**config.mk**
```make
export PLATFORM = sky130hd
export DESIGN_NAME = alu_stream_flat
export DESIGN_NICKNAME = d
export VERILOG_FILES = /design/src/rtl/alu_stream_if.sv /design/src/rtl/alu_stream.sv /design/src/flat_wrapper.sv
export SDC_FILE = /design/constraint.sdc
export NUM_CORES = 1
export LEC_CHECK = 0
export ABC_AREA = 0
export BUFFER_PORTS_ARGS = -buffer_cell sky130_fd_sc_hd__clkbuf_2
export CAP_MARGIN = 10
export CELL_PAD_IN_SITES_DETAIL_PLACEMENT = 1
export CELL_PAD_IN_SITES_GLOBAL_PLACEMENT = 1
export CORE_ASPECT_RATIO = 1.4
export CORE_UTILIZATION = 36
export DETAILED_ROUTE_END_ITERATION = 7
export GPL_TIMING_DRIVEN = 0
export HOLD_SLACK_MARGIN = 0.15
export PLACE_DENSITY = 0.72
export SETUP_SLACK_MARGIN = 0.2
export SLEW_MARGIN = 20
export SYNTH_ARGS = -nofsm -noshare
export SYNTH_HDL_FRONTEND = slang
export SYNTH_SLANG_ARGS = --single-unit
```
**constraint.sdc**
```tcl
create_clock -name clk -period 3 [get_ports clk]
set_input_delay 0.6 -clock clk [delete_from_list [all_inputs] [get_ports clk]]
set_output_delay 0.6 -clock clk [all_outputs]
set_load 0.02 [all_outputs]
```
**src/rtl/alu_stream_if.sv**
```systemverilog
// Operand/result stream bundle for alu_stream. Optional zero/ovf flag signals
// are present only when ALU_STREAM_FLAGS_EN is defined.
interface alu_stream_if #(
  parameter int WIDTH = 8,
  parameter int DEPTH = 4
);
  localparam int CW = $clog2(DEPTH + 1);

  logic             in_valid;
  logic             in_ready;
  logic [WIDTH-1:0] in_0;
  logic [WIDTH-1:0] in_1;
  logic             M_0;
  logic             M_1;
  logic             c_in;
  logic             chain;
  logic             out_valid;
  logic             out_ready;
  logic [WIDTH-1:0] out;
  logic             c_out;
  logic [CW-1:0]    count;
`ifdef ALU_STREAM_FLAGS_EN
  logic             zero;
  logic             ovf;
`endif

  modport master (
    output in_valid, in_0, in_1, M_0, M_1, c_in, chain, out_ready,
`ifdef ALU_STREAM_FLAGS_EN
    input  zero, ovf,
`endif
    input  in_ready, out_valid, out, c_out, count
  );

  modport slave (
    input  in_valid, in_0, in_1, M_0, M_1, c_in, chain, out_ready,
`ifdef ALU_STREAM_FLAGS_EN
    output zero, ovf,
`endif
    output in_ready, out_valid, out, c_out, count
  );
endinterface

```
**src/rtl/alu_stream.sv**
```systemverilog
// Pipelined WIDTH-bit ADD/SUB/AND/XOR unit with chained carry and a DEPTH-entry
// result FIFO. Define ALU_STREAM_FLAGS_EN to store and present zero/ovf flags.
module alu_stream #(
  parameter int WIDTH = 8,
  parameter int DEPTH = 4
) (
  input logic         clk,
  input logic         rst_n,
  alu_stream_if.slave bus
);
  localparam int PW = $clog2(DEPTH);
  localparam int CW = $clog2(DEPTH + 1);

  logic [WIDTH-1:0] mem_r [DEPTH];
  logic             mem_c [DEPTH];
`ifdef ALU_STREAM_FLAGS_EN
  logic             mem_z [DEPTH];
  logic             mem_v [DEPTH];
  logic             ovf_w;
`endif
  logic [PW-1:0]    wr_ptr;
  logic [PW-1:0]    rd_ptr;
  logic [CW-1:0]    count_q;
  logic             carry_q;

  logic             push;
  logic             pop;
  logic             cin_eff;
  logic [WIDTH-1:0] op_b;
  logic [WIDTH:0]   sum;
  logic [WIDTH-1:0] res;
  logic             res_c;

  assign bus.in_ready  = (count_q < CW'(DEPTH));
  assign bus.out_valid = (count_q != '0);
  assign bus.count     = count_q;
  assign bus.out       = mem_r[rd_ptr];
  assign bus.c_out     = mem_c[rd_ptr];
`ifdef ALU_STREAM_FLAGS_EN
  assign bus.zero      = mem_z[rd_ptr];
  assign bus.ovf       = mem_v[rd_ptr];
`endif

  assign push = bus.in_valid && bus.in_ready;
  assign pop  = bus.out_valid && bus.out_ready;

  // SUB reuses the adder with an inverted B operand; carry-in 1 means no borrow-in.
  always_comb begin
    cin_eff = bus.chain ? carry_q : bus.c_in;
    op_b    = bus.M_0 ? ~bus.in_1 : bus.in_1;
    sum     = {1'b0, bus.in_0} + {1'b0, op_b} + {{WIDTH{1'b0}}, cin_eff};
    res     = sum[WIDTH-1:0];
    res_c   = sum[WIDTH];
    case ({bus.M_1, bus.M_0})
      2'b10: begin
        res   = bus.in_0 & bus.in_1;
        res_c = 1'b0;
      end
      2'b11: begin
        res   = bus.in_0 ^ bus.in_1;
        res_c = 1'b0;
      end
      default: ;
    endcase
`ifdef ALU_STREAM_FLAGS_EN
    ovf_w = !bus.M_1 && (bus.in_0[WIDTH-1] == op_b[WIDTH-1])
            && (res[WIDTH-1] != bus.in_0[WIDTH-1]);
`endif
  end

  always_ff @(posedge clk or negedge rst_n) begin
    if (!rst_n) begin
      for (int i = 0; i < DEPTH; i++) begin
        mem_r[i] <= '0;
        mem_c[i] <= 1'b0;
`ifdef ALU_STREAM_FLAGS_EN
        mem_z[i] <= 1'b0;
        mem_v[i] <= 1'b0;
`endif
      end
      wr_ptr  <= '0;
      rd_ptr  <= '0;
      count_q <= '0;
      carry_q <= 1'b0;
    end else begin
      if (push) begin
        mem_r[wr_ptr] <= res;
        mem_c[wr_ptr] <= res_c;
`ifdef ALU_STREAM_FLAGS_EN
        mem_z[wr_ptr] <= (res == '0);
        mem_v[wr_ptr] <= ovf_w;
`endif
        wr_ptr <= wr_ptr + PW'(1);
        // Logic ops leave the chain carry untouched.
        if (!bus.M_1) carry_q <= res_c;
      end
      if (pop) rd_ptr <= rd_ptr + PW'(1);
      case ({push, pop})
        2'b10:   count_q <= count_q + CW'(1);
        2'b01:   count_q <= count_q - CW'(1);
        default: ;
      endcase
    end
  end
endmodule

```
**src/flat_wrapper.sv**
```systemverilog
// flat-port wrapper written by rule: the top's interface ports become plain ports
module alu_stream_flat 
#(
  parameter int WIDTH = 8,
  parameter int DEPTH = 4
)
  (clk, rst_n, bus_in_valid, bus_in_0, bus_in_1, bus_M_0, bus_M_1, bus_c_in, bus_chain, bus_out_ready, bus_in_ready, bus_out_valid, bus_out, bus_c_out, bus_count);
  alu_stream_if #(.WIDTH(WIDTH), .DEPTH(DEPTH)) bus_i ();
  input logic clk;
  input logic rst_n;
  input wire logic [$bits(bus_i.in_valid)-1:0] bus_in_valid;
  input wire logic [$bits(bus_i.in_0)-1:0] bus_in_0;
  input wire logic [$bits(bus_i.in_1)-1:0] bus_in_1;
  input wire logic [$bits(bus_i.M_0)-1:0] bus_M_0;
  input wire logic [$bits(bus_i.M_1)-1:0] bus_M_1;
  input wire logic [$bits(bus_i.c_in)-1:0] bus_c_in;
  input wire logic [$bits(bus_i.chain)-1:0] bus_chain;
  input wire logic [$bits(bus_i.out_ready)-1:0] bus_out_ready;
  output wire logic [$bits(bus_i.in_ready)-1:0] bus_in_ready;
  output wire logic [$bits(bus_i.out_valid)-1:0] bus_out_valid;
  output wire logic [$bits(bus_i.out)-1:0] bus_out;
  output wire logic [$bits(bus_i.c_out)-1:0] bus_c_out;
  output wire logic [$bits(bus_i.count)-1:0] bus_count;
  assign bus_i.in_valid = bus_in_valid;
  assign bus_i.in_0 = bus_in_0;
  assign bus_i.in_1 = bus_in_1;
  assign bus_i.M_0 = bus_M_0;
  assign bus_i.M_1 = bus_M_1;
  assign bus_i.c_in = bus_c_in;
  assign bus_i.chain = bus_chain;
  assign bus_i.out_ready = bus_out_ready;
  assign bus_in_ready = bus_i.in_ready;
  assign bus_out_valid = bus_i.out_valid;
  assign bus_out = bus_i.out;
  assign bus_c_out = bus_i.c_out;
  assign bus_count = bus_i.count;
  alu_stream #(.WIDTH(WIDTH), .DEPTH(DEPTH)) u_core (.clk(clk), .rst_n(rst_n), .bus(bus_i));
endmodule
```
**After elaboration in Yosys (flattened, before gate mapping)**

Index checks and enable logic that the tools add are counted.

- $add $sub $neg: 6
- $lt $le $gt $ge: 4
- Equal/unequal tests: 4
- Mux-type cells: 17
- Bitwise logic cells: 6
- Reduce and logical (&&, ||, !) cells: 7

Operator list:

| cell | number |
|---|---|
| bitwise mux 32 bit | 1 |
| two-way mux 8 bit | 4 |
| binary-select mux 8 bit (select 2 bit) | 1 |
| demux 8 bit (select 2 bit) | 1 |
| one-hot mux 8 bit (2 select lines) | 1 |
| adder 8 x 8 -> 9 bit | 1 |
| adder 9 x 1 -> 9 bit | 1 |
| bitwise AND 8 bit | 1 |
| NOT 8 bit | 1 |
| XOR 8 bit | 1 |
| == test 2 bit (second input constant) | 3 |
| >= comparator 3 bit (second input constant) | 2 |
| NOT 2 -> 3 bit | 2 |
| one-hot mux 3 bit (2 select lines) | 1 |
| two-way mux 1 bit | 5 |
| adder 2 x 1 -> 2 bit (second input constant) | 2 |
| bitwise mux 4 bit | 1 |
| adder 3 x 1 -> 3 bit (second input constant) | 1 |
| logical AND 1 bit | 3 |
| less-than comparator 3 x 1 -> 1 bit (second input constant) | 1 |
| less-than comparator 3 bit (second input constant) | 1 |
| nonzero test 3 bit | 1 |
| subtractor 3 x 1 -> 3 bit (second input constant) | 1 |
| binary-select mux 1 bit (select 2 bit) | 1 |
| other kinds (6) | 6 |

- Register bits after elaboration: 44
- Output and inout port bits: 14

**Logic depth before layout (Yosys ltp)**

Gate-level depths: netlist of run 1.

- Word-level depth: 6
- Gate-level depth with buffers: 11
- Gate-level depth less buffers: 9

**Worst setup path before layout of run 1**

No wires, ideal clock.

- Path type: input port to flip-flop
- Start point: input port bus_M_0
- End point: register u_core.mem_r[12] (netlist name)
- Library setup time: 0.130 ns
- Arrival: 2.585 ns
- Required time: 2.870 ns
- Slack: 0.285 ns
- Cell stages on the path: 11
- Buffers on the path: 2
- Path through: buf_4 > buf_6 > xor2_1 > fa_1 > inv_1 > fa_1 > nand2b_2 > a21boi_0 > or3_1 > a31oi_1 > o21ai_0

- Cells in the longest elaborated chain, start to end: 5

RTL lines:

| what | RTL line | source |
|---|---|---|
| start, declared | flat_wrapper.sv:14 | `input wire logic [$bits(bus_i.M_0)-1:0] bus_M_0;` |
| two-way mux 8 bit | alu_stream.sv:50 | `op_b = bus.M_0 ? ~bus.in_1 : bus.in_1;` |
| adder 8 x 8 -> 9 bit | alu_stream.sv:51 | `sum = {1'b0, bus.in_0} + {1'b0, op_b} + {{WIDTH{1'b0}}, cin_eff};` |
| adder 9 x 1 -> 9 bit | alu_stream.sv:51 |  |
| one-hot mux 8 bit (2 select lines) (*) | alu_stream.sv:54 | `case ({bus.M_1, bus.M_0})` |
| bitwise mux 32 bit (*) | alu_stream.sv:87 | `mem_r[wr_ptr] <= res;` |
| end signal, assigned by index | alu_stream.sv:87 |  |
| end, declared | alu_stream.sv:14 | `logic [WIDTH-1:0] mem_r [DEPTH];` |

Mark *: on every way between the ends. The rest lies on a longest branch, timed or not.
A chain may end at the register's enable or synchronous reset.

**Worst setup path after layout of run 1**

- Start point: input port bus_M_0
- End point: register u_core.mem_c[2] (netlist name)

- Cells in the longest elaborated chain, start to end: 5

RTL lines:

| what | RTL line | source |
|---|---|---|
| two-way mux 8 bit | alu_stream.sv:50 |  |
| adder 8 x 8 -> 9 bit | alu_stream.sv:51 |  |
| adder 9 x 1 -> 9 bit | alu_stream.sv:51 |  |
| two-way mux 1 bit (*) | alu_stream.sv:54 |  |
| bitwise mux 4 bit (*) | alu_stream.sv:88 | `mem_c[wr_ptr] <= res_c;` |
| end signal, assigned by index | alu_stream.sv:88 |  |
| end, declared | alu_stream.sv:15 | `logic mem_c [DEPTH];` |

Marked as above.

==> results.md, run 1 <==
- In the final routing, the length of wire on met1 measures 2570 um.
- The count of standard-cell rows is 36.
- The number of design-rule violations left by the first detailed-router iteration is 68.
- On the worst path, the slowest cell contributes a delay of 0.38 ns.
- Setup violations remaining at the end of the flow were counted as 0.
- The final period demand of the worst path is 2.67 ns.
- Summed over its instances, the top area cell type makes up 41.9% of the synthesized netlist area.
- The number of vias in the routed layout is 1989.
- The peak supply drop is 0.321 mV.
- The number of cells on the worst reg-to-reg path is 9.
- The final global-route overflow total is 0.
- Summed over all layers, the routed wires come to 6230 um.
- The TritonCTS clock tree is built.
- Broken down by cell family, the worst path's largest delay share belongs to compound AO/OA/AOI/OAI gates.
- The worst path buffer plus inverter count is 3.
- The endpoint required time on the critical path is 3.24 ns.
- The number of diodes is 0.
- For the pin with the worst max-slew slack, the measured transition is 0.656 ns.
- The final worst-path cycle share is 89.1%.
- Yosys printed 0 warnings.
- The port buffer count is 35.
- For this configuration, the core starts out at a cell density of 37.4%.
- The analysis attributes to cell leakage a power of 1.44 nW.
- The number of fillers in the final layout is 840.
- The congestion estimate from routability-driven global placement came to 0.845.
- The top achievable clock speed is 374 MHz.
- Of the cells placed in the final design, the portion with a size suffix greater than 1 is 24.1%.
- The mean instance size in the synthesized netlist is 10.1 sq um.
- The flop-to-flop setup slack is 0.58 ns.
- The sequential share of the synthesized area is 41.9%.
- The later pin in the worst-skew pair is clocked with a latency of 0.30 ns.
- Relative to the synthesized area, the layout overhead comes to 16.0%.
- Along the worst path, the maximum fanout reaches 10.
- Yosys instantiated no cell more often than dfrtp_1.
- The mean routed wirelength per cell is 15.6 um.
- The slowest stage of the critical path is the fa_1 cell.
- The final-report max-slew violation count came to 0.
- The number of global-route vias before repair is 2218.
- The logic depth of the worst path, buffers included is 11.
- TritonCTS created 5 clock buffers.
- The die is 74.2 um wide.
- Before antenna repair, the detailed router went through 4 iterations.
- The flow ran to the end, and the final reports show no timing, DRC or antenna violations.
- The CTS clock-pin slew for the worst setup and hold paths is 0.09 ns.
- By area the synthesized netlist is led by dfrtp_1 (42%), ha_1 (9.5%), mux4_2 (7.7%), nand2_1 (6.0%), o21ai_0 (5.7%).
- Dividing total power by cell area gives a power density of 923 nW/um^2.
- The number of hold violations in the final report is 0.
- The wire length of the first global-routing pass is 10900 um.
- Across the whole layout, storage elements account for 1100 sq um.
- The worst path arrival time is 2.91 ns.
- The initial antenna violation count is 0.
- By count the netlist is led by dfrtp_1 (44), nand2_1 (42), o21ai_0 (30).
- The clock net sink count is 44.
- The cell repeated most along the worst path is o21ai_1.
- The post-synthesis net count is 307.
- Of all flip-flops after synthesis, the portion carrying an async set or reset was 100%.
- In this run the tightest slew margin relative to its limit is 56.3%.
- The signal on the critical path passes through buf_4 > buf_6 > xor2_2 > fa_2 > inv_1 > fa_1 > nand2b_2 > a21oi_2 > o21ai_1 > a211o_1 > o21ai_1.
- The clock skew is 0.00571 ns.
- The post-synthesis register bit count is 44.
- The H-tree depth is 2.
- Using the TritonRoute via totals, the vias-per-cell ratio works out to 5.00.
- The DRC violation count after routing is 0.
- Synthesis instantiated 36 different standard cells from the library.
- The die covers 7650 sq um.
- Setup repair after global routing left no endpoint under its margin.
- The number of nets with antenna violations after detailed routing is 0.
- The cts-stage hold buffer count is 0.
- Hold timing on the final database bottoms out at a slack of 0.328 ns.
- The path type of the worst setup path is primary input to register.
- Synthesis produced a netlist whose cell count is 260.
- Once layout is complete, the utilization of the core stands at 43.4%.
- The clock passes through at most 2 buffers.
- The global routing usage summed across all routing layers is 19.2%.
- The post-synthesis cell area is 2630 sq um.
- The met2 wire length is 3400 um.
- The largest net degree at the start of global routing is 45.
- The number of enable-type register cells in the synthesized netlist is 0.
- The count of boundary I/O pins is 38.
- The routed design uses 132 um of met3 wire.
- The placeable core region is 7030 sq um.
- Signal routing reaches up to met4.
- The multi-input combinational cells in the finished layout cover a total of 1430 sq um.
- The overall power consumption is 0.00281 W.
- The kind of end point of the critical path is a register.
- Once detailed placement completed, the half-perimeter wirelength came to 4860 um.
- The largest total area in the synthesized netlist belongs to dfrtp_1.
- The buffer cell driving the clock tree root is clkbuf_8.
- Among all flip-flop cells after synthesis, the most frequent one is dfrtp_1.
- The die boundary height is 103 um.
- STA classifies the critical path startpoint as a primary input.
- For this run, the post-layout net count is 349.
- Across the run, the number of max-cap violations was 0.
- In the final timing run, aggregate negative setup slack is 0 ns.
- The class of the most critical hold timing path is primary input to async pin.
[cells in the final DEF (no fill, tap or decap), types with 3 or more instances in the layout]
| master | count |
|---|---|
| a21oi_1 | 13 |
| xor2_1 | 10 |
| dfrtp_1 | 44 |
| inv_1 | 11 |
| clkbuf_2 | 35 |
| xnor2_1 | 5 |
| mux4_2 | 9 |
| clkbuf_8 | 5 |
| mux2i_1 | 8 |
| nand3_1 | 5 |
| nor2_1 | 13 |
| buf_2 | 6 |
| o21ai_1 | 12 |
| o21ai_0 | 30 |
| ha_1 | 20 |
| nand2_1 | 42 |
| or3_1 | 3 |
[layout make-up]
type | count | area share, %
multi-input cells | 193 | 47.0
flip-flops and latches | 44 | 36.1
repair buffers | 35 | 5.83
well taps | 95 | 3.90
clock buffers | 6 | 2.38
plain buffers | 11 | 2.13
inverters | 12 | 1.48
clock inverters | 2 | 1.15
[sequential cells by signal, indices dropped and copies added, names as in the netlist]
register          flops
u_core.wr_ptr         2
u_core.mem_r         32
u_core.bus.count      3
u_core.mem_c          4
u_core.rd_ptr         2
u_core.carry_q        1
[through the flow]
step / setup slack, ns / area (sq um) / cells
2_1_floorplan: 0.285 / 2630 / 260
3_3_place_gp: -0.00825 / 2920 / 390
3_5_place_dp: -0.104 / 2930 / 390
4_1_cts: 0.226 / 3030 / 398
5_1_grt: 0.165 / 3050 / 398
6_report: 0.327 / 3050 / 398
[per-layer routing]
metal  global-route usage, %  vias up
met5                       0        -
met4                    7.55        0
met3                    2.74        9
met2                    35.9       34
met1                    21.6      962
li1                        -      984
[worst register-to-register path: cells and delay by family (launching register included)]
kind / cells / cell delay (ns)
DFF: 1 / 0.39
AOI/OAI and AO/OA: 3 / 0.45
and+or+nand+nor: 2 / 0.52
buffers and inverters: 1 / 0.09
adders and majority gates: 2 / 0.56
muxes: 1 / 0.30
[where the power goes]
group          switching (W)  leakage (nW)  internal [W]  total [W]
Clock               0.000211        0.0552      0.000247   0.000458
Sequential          0.000151         0.550      0.000868    0.00102
Combinational       0.000776         0.840      0.000561    0.00134
[path summary, 6_finish.rpt]
path	startpoint	to
min reg2reg	u_core.mem_r[18]$_DFFE_PN0P_	u_core.mem_r[18]$_DFFE_PN0P_
max	bus_M_0	u_core.mem_c[2]$_DFFE_PN0P_
min in group clk	u_core.mem_r[18]$_DFFE_PN0P_	u_core.mem_r[18]$_DFFE_PN0P_
max reg2reg	u_core.carry_q$_DFFE_PN0P_	u_core.mem_r[6]$_DFFE_PN0P_
max in group asynchronous	rst_n	u_core.mem_r[10]$_DFFE_PN0P_
min	rst_n	u_core.bus.count[1]$_DFFE_PN0P_
[repair_timing]
action                                  CTS  global route
buffers inserted                          0             0
resized for setup                         0             4
endpoints found under the setup margin    0             9
[cells by family (layout without fill, tap and decap cells)]
family	Yosys count	after routing	share of synthesized area [%]
xor+xnor	16	16	5.33
compound gates	66	66	14.0
buf+inv	23	66	4.19
fa+ha+maj	23	23	11.8
flops	44	44	41.9
mux	19	19	11.6
simple gates	69	69	11.1
No activity file was read; power rests on OpenSTA's default activity.
==> inputs of run 2 (changes only) <==
--- a/config.mk
+++ b/config.mk
@@ -10,7 +10,7 @@
 export CAP_MARGIN = 10
 export CELL_PAD_IN_SITES_DETAIL_PLACEMENT = 1
 export CELL_PAD_IN_SITES_GLOBAL_PLACEMENT = 1
-export CORE_ASPECT_RATIO = 1.4
+export CORE_ASPECT_RATIO = 1.25
 export CORE_UTILIZATION = 36
 export DETAILED_ROUTE_END_ITERATION = 7
 export GPL_TIMING_DRIVEN = 0
==> run 2 against run 1 <==
Against the previous run: register-to-register slack improved by 0.07 ns; clock-buffer cell count down 1; sequential cell count is the same; first-iteration DRC count up 37%; combinational power about the same; die area about the same; clock power decreased by 18%; critical endpoint is now u_core.mem_c[0]$_DFFE_PN0P_; largest power group unchanged; highest routed layer unchanged.
==> results.md, run 2 (synthesized netlist as in run 1, its figures left out) <==
- The share of post-route cells with drive strength above 1 is 24.8% (+0.66 points).
- The peak fanout along the critical path is 10 (unchanged).
- The H-tree depth was 2 (unchanged).
- The endpoint of the lowest-slack register-to-register path is u_core.mem_r[20]$_DFFE_PN0P_.
- The clock tree buffer depth is 2 (unchanged).
- The number of buffers created by CTS is 5 (unchanged).
- The commonest non-fill, non-tap cell in the layout is dfrtp_1.
- The latest clock arrival within the worst-skew pair came to 0.30 ns (about the same).
- The number of diodes is 0 (unchanged).
- The instance count after placement with tap cells included is 385 (-1.3%).
- The global placement routability congestion came to 0.748 (-11%).
- The total power divided by cell area was 898 nW/um^2 (-2.7%).
- The die boundary height is 97.5 um (-5.4%).
- The final hold slack came to 0.285 ns (-0.0435 ns).
- The placeable core region is 7020 sq um (-0.11%).
- The endpoint required time on the critical path is 3.23 ns (about the same).
- The post-route worst setup slack was 0.405 ns (+0.0787 ns).
- The root buffer cell chosen for the clock tree is clkbuf_8.
- The largest net degree at the start of global routing was 45 (unchanged).
- The wire length of the first global-routing pass came to 10000 um (-7.4%).
- The flop-to-flop setup slack is 0.65 ns (+0.07 ns).
- The number of setup violations in the final report came to 0 (unchanged).
- The slew of the pin with the lowest slew margin is 0.675 ns (+0.0190 ns).
- The number of max-cap violations is 0 (unchanged).
- The top achievable clock speed is 385 MHz (+3.0%).
- The critical path startpoint category is a primary input.
- The number of cells on the worst reg-to-reg path is 9 (unchanged).
- The worst slew margin relative to its limit is 55.0% (-1.3 points).
- The number of flip-flops in the largest register is 32 (unchanged).
- TritonCTS built the clock tree.
- The register with the most flip-flops is u_core.mem_r.
- The total leakage power is 1.43 nW (-1.0%).
- The signed area change from the synthesized netlist to the final layout is 15.2%.
- The number of design-rule violations left by the first detailed-router iteration is 93 (+37%).
- The worst register-to-register path begins at u_core.carry_q$_DFFE_PN0P_.
- The port buffer count was 35 (unchanged).
- The timing endpoint of the critical path is u_core.mem_c[0]$_DFFE_PN0P_.
- The total length of routed wires is 5950 um (-4.5%).
- The global routing usage summed across all routing layers is 17.2% (-2.0 points).
- The number of instances resized during post-cts repair came to 0 (unchanged).
- The number of fillers in the final layout is 843 (+0.36%).
- The effective utilization at floorplan is 37.5% (+0.040 points).
- The final period demand of the worst path is 2.59 ns (-0.0787 ns).
- The number of vias in the routed layout is 1995 (+0.30%).
- The peak supply drop is 0.309 mV (-4.0%).
- The CTS clock-pin slew for the worst setup and hold paths is 0.09 ns (about the same).
- The count of buffers added by post-CTS timing repair for setup is 0 (unchanged).
- The number of non-filler instances in the completed layout is 393 (-1.3%).
- The final global-route overflow total is 0 (unchanged).
- The final-report max-slew violation count is 0 (unchanged).
- The clock net sink count was 44 (unchanged).
- The class of the most critical hold timing path is primary input to async pin.
- The path type of the worst setup path is primary input to register.
- The cts-stage hold buffer count is 0 (unchanged).
- The DRC violation count after routing is 0 (unchanged).
- STA classifies the critical path endpoint as a register.
- The die span in x is 78.4 um (+5.7%).
- The count of boundary I/O pins is 38 (unchanged).
- In the layout the commonest cells are dfrtp_1 (44), nand2_1 (42), clkbuf_2 (35).
- The launching element of the worst setup path is bus_M_0.
- The number of nets with antenna violations after detailed routing is 0 (unchanged).
- The number of nets in the final layout is 349 (unchanged).
- The flow ran to the end, and the final reports show no timing, DRC or antenna violations.
- The aggregate negative setup slack is 0 ns (unchanged).
- The detailed-routing iteration count for the pre-antenna-repair pass came to 4 (unchanged).
- The die area is 7650 sq um (about the same).
- The initial antenna violation count was 0 (unchanged).
- The final worst-path cycle share is 86.5% (-2.6 points).
- Setup repair after global routing left no endpoint under its margin.
- The overall power consumption is 0.00272 W (-3.4%).
- The post-detailed-route via-to-cell ratio is 5.08 (+1.6%).
- The mean routed wirelength per cell is 15.1 um (-3.3%).
- The number of hold violations in the final report came to 0 (unchanged).
- The worst path arrival time is 2.83 ns (-0.08 ns).
- The number of global-route vias before repair is 2106 (-5.0%).
- The half-perimeter wire length after placement was 4690 um (-3.6%).
- The clock skew came to 0.00899 ns (+0.00328 ns).
- The count of standard-cell rows is 34 (-5.6%).
- The worst-case setup slack after placement is -0.0301 ns (+0.0736 ns).
-- run 2: layer usage --
metal | vias up | track usage (%) | wire [um]
li1 | 985 | - | -
met1 | 979 | 20.4 | 2510
met2 | 26 | 31.4 | 3250
met3 | 5 | 2.54 | 112
met4 | 0 | 5.13 | 77
met5 | - | 0 | 0
-- run 2: cell type report --
cell class	instances	area [sq um]	area share, %
plain buffers	11	65.1	2.15
multi-input cells	193	1440	47.4
clock buffers	5	68.8	2.27
flip-flops and latches	44	1100	36.3
inverters	12	45.0	1.49
well taps	90	113	3.72
clock inverters	3	23.8	0.785
repair buffers	35	178	5.87
-- run 2: worst min-delay path by stage --
stage	start	to	slack [ns]	depth (start not counted)
after detailed placement	u_core.mem_r[8]$_DFFE_PN0P_	u_core.mem_r[8]$_DFFE_PN0P_	0.47	2
after floorplan	rst_n	u_core.bus.count[0]$_DFFE_PN0P_	0.30	0
after CTS	u_core.mem_r[28]$_DFFE_PN0P_	u_core.mem_r[28]$_DFFE_PN0P_	0.49	2
final	rst_n	u_core.wr_ptr[0]$_DFFE_PN0P_	0.28	1
after global placement	u_core.mem_r[18]$_DFFE_PN0P_	u_core.mem_r[18]$_DFFE_PN0P_	0.46	2
after global routing	rst_n	u_core.wr_ptr[0]$_DFFE_PN0P_	0.32	1
-- run 2: critical path, cell delays in order --
cell and delay, ns:
buf_4 0.16, buf_6 0.19, xor2_2 0.17, fa_2 0.25
inv_1 0.06, fa_1 0.38, nand2b_2 0.22, a21oi_2 0.16
o21ai_1 0.11, a211o_2 0.38, o21ai_1 0.14
-- run 2: power breakdown --
group / switching (W) / internal (W)
Clock: 0.000212 / 0.000165
Combinational: 0.000770 / 0.000559
Sequential: 0.000145 / 0.000868
-- run 2: through the flow --
stage	area (sq um)	util, %
after CTS	3010	42.9
final	3030	43.2
after detailed placement	2920	41.6
after global routing	3030	43.2
after global placement	2920	41.6
after floorplan	2630	-
==> inputs of run 3 (changes only) <==
--- a/config.mk
+++ b/config.mk
@@ -11,13 +11,12 @@
 export CELL_PAD_IN_SITES_DETAIL_PLACEMENT = 1
 export CELL_PAD_IN_SITES_GLOBAL_PLACEMENT = 1
 export CORE_ASPECT_RATIO = 1.25
-export CORE_UTILIZATION = 36
+export CORE_UTILIZATION = 44
 export DETAILED_ROUTE_END_ITERATION = 7
 export GPL_TIMING_DRIVEN = 0
 export HOLD_SLACK_MARGIN = 0.15
-export PLACE_DENSITY = 0.72
+export PLACE_DENSITY = 0.84
 export SETUP_SLACK_MARGIN = 0.2
-export SLEW_MARGIN = 20
 export SYNTH_ARGS = -nofsm -noshare
 export SYNTH_HDL_FRONTEND = slang
 export SYNTH_SLANG_ARGS = --single-unit
==> run 3 against run 2 <==
Against the previous run: power is 0.11% lower; clock power is 6.1% lower; non-clock buffer count stayed put.
==> results.md, run 3 (synthesized netlist as in run 1, its figures left out) <==
- The count of boundary I/O pins is 38 (unchanged).
- The mean routed wirelength per cell is 16.5 um (+9.1%).
- The initial antenna violation count came to 0 (unchanged).
- The worst path arrival time is 2.84 ns (about the same).
- The port buffer count is 35 (unchanged).
- The flop-to-flop setup slack is 0.64 ns (about the same).
- The kind of end point of the critical path is a register.
- The total leakage power is 1.43 nW (about the same).
- Among all stages on the critical path, the largest delay is contributed by fa_1.
- The final hold slack is 0.478 ns (+0.193 ns).
- The die span in x is 71.1 um (-9.3%).
- The number of max-cap violations is 0 (unchanged).
- Counting flops per register, the top entry is u_core.mem_r.
- The effective utilization at floorplan is 45.5% (+8.0 points).
- The largest net degree at the start of global routing is 45 (unchanged).
- The buffer cell driving the clock tree root is clkbuf_8.
- The TritonCTS clock tree is built.
- The net switching fraction of the power is 41.6% (+0.11 points).
- The final global-route overflow total is 0 (unchanged).
- The maximum single-stage delay on the critical path is 0.38 ns (about the same).
- The clock skew is 0.00355 ns (-0.00544 ns).
- The worst hold path begins at u_core.mem_r[13]$_DFFE_PN0P_.
- The global routing usage summed across all routing layers is 21.6% (+4.4 points).
- The placeable core region was 5780 sq um (-18%).
- The DRC violation count after routing is 0 (unchanged).
- The top achievable clock speed is 382 MHz (-0.89%).
- The signed area change from the synthesized netlist to the final layout is 13.4%.
- The utilization of the core after routing is 51.6% (+8.4 points).
- The number of vias in the routed layout is 2008 (+0.65%).
- The post-route cell area is 2980 sq um (-1.6%).
- The wire length of the first global-routing pass came to 10200 um (+2.0%).
- The number of global-route vias before repair is 2137 (+1.5%).
- The cell class contributing the biggest share of worst-path delay is compound AO/OA/AOI/OAI gates.
- The worst hold path passes through 2 cells.
- The worst path buffer plus inverter count is 3 (unchanged).
- The share of post-route cells with drive strength above 1 came to 24.2% (-0.58 points).
- The slew of the pin with the lowest slew margin is 1.09 ns (+0.414 ns).
- The cell that appears most often on the critical path is o21ai_1.
- The endpoint of the lowest-slack register-to-register path is u_core.mem_r[20]$_DFFE_PN0P_.
- The number of cells on the worst reg-to-reg path is 9 (unchanged).
- The worst slew margin relative to its limit came to 27.4% (-28 points).
- The overall power consumption was 0.00272 W (-0.11%).
- The startpoint identified for the worst register-to-register timing path is u_core.carry_q$_DFFE_PN0P_.
- In the layout the commonest cells are dfrtp_1 (44), nand2_1 (42), clkbuf_2 (36).
- The number of nets in the final layout is 349 (unchanged).
- The signal on the critical path passes through buf_4 > buf_6 > xor2_2 > fa_2 > inv_1 > fa_1 > nand2b_2 > a21oi_2 > o21ai_1 > a211o_2 > o21ai_1.
- The detailed-routing iteration count for the pre-antenna-repair pass is 4 (unchanged).
- The final period demand of the worst path is 2.62 ns (+0.0234 ns).
- The final-report max-slew violation count is 0 (unchanged).
- The global placement routability congestion is 0.762 (+1.9%).
- The number of setup violations in the final report is 0 (unchanged).
- The worst setup path is launched from a primary input.
- The hold path endpoint is u_core.mem_r[13]$_DFFE_PN0P_.
- The clock net sink count is 44 (unchanged).
- The internal power is 0.00159 W (-0.30%).
- The power share of the combinational group came to 49.5% (+0.6 points).
- The latest clock arrival within the worst-skew pair was 0.29 ns (about the same).
- Setup repair after global routing left no endpoint under its margin.
- The switching power summed over all nets is 0.00113 W (+0.15%).
- The part of the total power dissipated in sequential elements is 37.5% (+0.2 points).
- The half-perimeter wire length after placement came to 4620 um (-1.5%).
- The number of flip-flops in the largest register was 32 (unchanged).
- The flow ran to the end, and the final reports show no timing, DRC or antenna violations.
- In this run the worst hold path is classified as register to register.
- The die boundary height is 88.4 um (-9.4%).
- The clock tree buffer depth was 2 (unchanged).
- The count of standard-cell rows is 31 (-8.8%).
- The CTS clock-pin slew for the worst setup and hold paths is 0.08 ns (about the same).
- The number of buffers created by CTS is 5 (unchanged).
- The total length of routed wires is 6070 um (+2.1%).
- The instance area at placement is 2890 sq um (-1.0%).
- The number of nets with antenna violations after detailed routing is 0 (unchanged).
- The number of instances resized during post-cts repair was 0 (unchanged).
- The final worst-path cycle share is 87.3% (+0.78 points).
- The number of design-rule violations left by the first detailed-router iteration is 112 (+20%).
- The commonest non-fill, non-tap cell in the layout is dfrtp_1.
- The endpoint required time on the critical path was 3.22 ns (about the same).
- The H-tree depth is 2 (unchanged).
- The number of hold violations in the final report was 0 (unchanged).
- The die area was 6290 sq um (-18%).
- The fraction of power consumed by the clock network is 13.0% (-0.9 points).
- The cts-stage hold buffer count is 0 (unchanged).
- The count of buffers added by post-CTS timing repair for setup is 0 (unchanged).
- The peak fanout along the critical path is 10 (unchanged).
- The total power divided by cell area is 911 nW/um^2 (+1.5%).
- The peak supply drop is 0.242 mV (-22%).
- The number of diodes is 0 (unchanged).
- The post-detailed-route via-to-cell ratio is 5.46 (+7.5%).
- The path type of the worst setup path is primary input to register.
## run 3: cell types whose count changed in the layout (fill, tap and decap cells not counted), sizes merged
cell / previous run / this run
clkbuf: 41 / 43
buf: 10 / 9
clkinvlp: 2 / 0
## run 3: layout make-up
class / instances / area, sq um
fillers: 681 / 2800
inverters: 12 / 45.0
well taps: 66 / 82.6
clock buffers: 6 / 72.6
flip-flops and latches: 44 / 1100
multi-input cells: 193 / 1440
plain buffers: 11 / 65.1
clock inverters: 1 / 5.00
repair buffers: 35 / 175
## run 3: power groups by stage
stage          logic, W  clock network (W)  registers [W]
2_1_floorplan  0.000963                  0        0.00101
3_3_place_gp    0.00129                  0        0.00101
3_5_place_dp    0.00135                  0        0.00103
4_1_cts         0.00136           0.000358        0.00102
5_1_grt         0.00149           0.000382        0.00106
6_report        0.00134           0.000354        0.00102
## run 3: layer usage
| layer | global-route usage, % | part of all wire (%) | vias to the layer above |
|---|---|---|---|
| li1 | - | - | 981 |
| met1 | 25.6 | 42 | 990 |
| met2 | 41.4 | 54 | 30 |
| met3 | 2.51 | 2.3 | 7 |
| met4 | 6.00 | 1.4 | 0 |
| met5 | 0 | 0 | - |
## run 3: how the worst max path moves through the flow
| stage | cells after the start | endpoint | startpoint |
|---|---|---|---|
| 6_report | 11 | u_core.mem_c[1]$_DFFE_PN0P_ | bus_M_0 |
| 3_5_place_dp | 11 | u_core.mem_r[20]$_DFFE_PN0P_ | bus_M_0 |
| 2_1_floorplan | 11 | u_core.mem_r[12]$_DFFE_PN0P_ | bus_M_0 |
| 3_3_place_gp | 11 | u_core.mem_r[28]$_DFFE_PN0P_ | bus_M_0 |
| 4_1_cts | 11 | u_core.mem_r[20]$_DFFE_PN0P_ | bus_M_0 |
| 5_1_grt | 11 | u_core.mem_c[2]$_DFFE_PN0P_ | bus_M_0 |
## run 3: worst min-delay path: cells and delay by family, from the launching register on
| family | cells | cell delay, ns |
|---|---|---|
| flip-flops | 1 | 0.34 |
| AND/OR/NAND/NOR | 1 | 0.04 |
| AO/OA/AOI/OAI | 1 | 0.06 |
## run 3: per-stage QoR
step                      setup TNS, ns  setup WS [ns]  std cells
after floorplan                       0          0.285        260
after global placement                0        0.00698        361
after detailed placement         -0.265        -0.0776        361
after CTS                             0          0.238        368
after global routing                  0          0.227        368
final                                 0          0.382        368
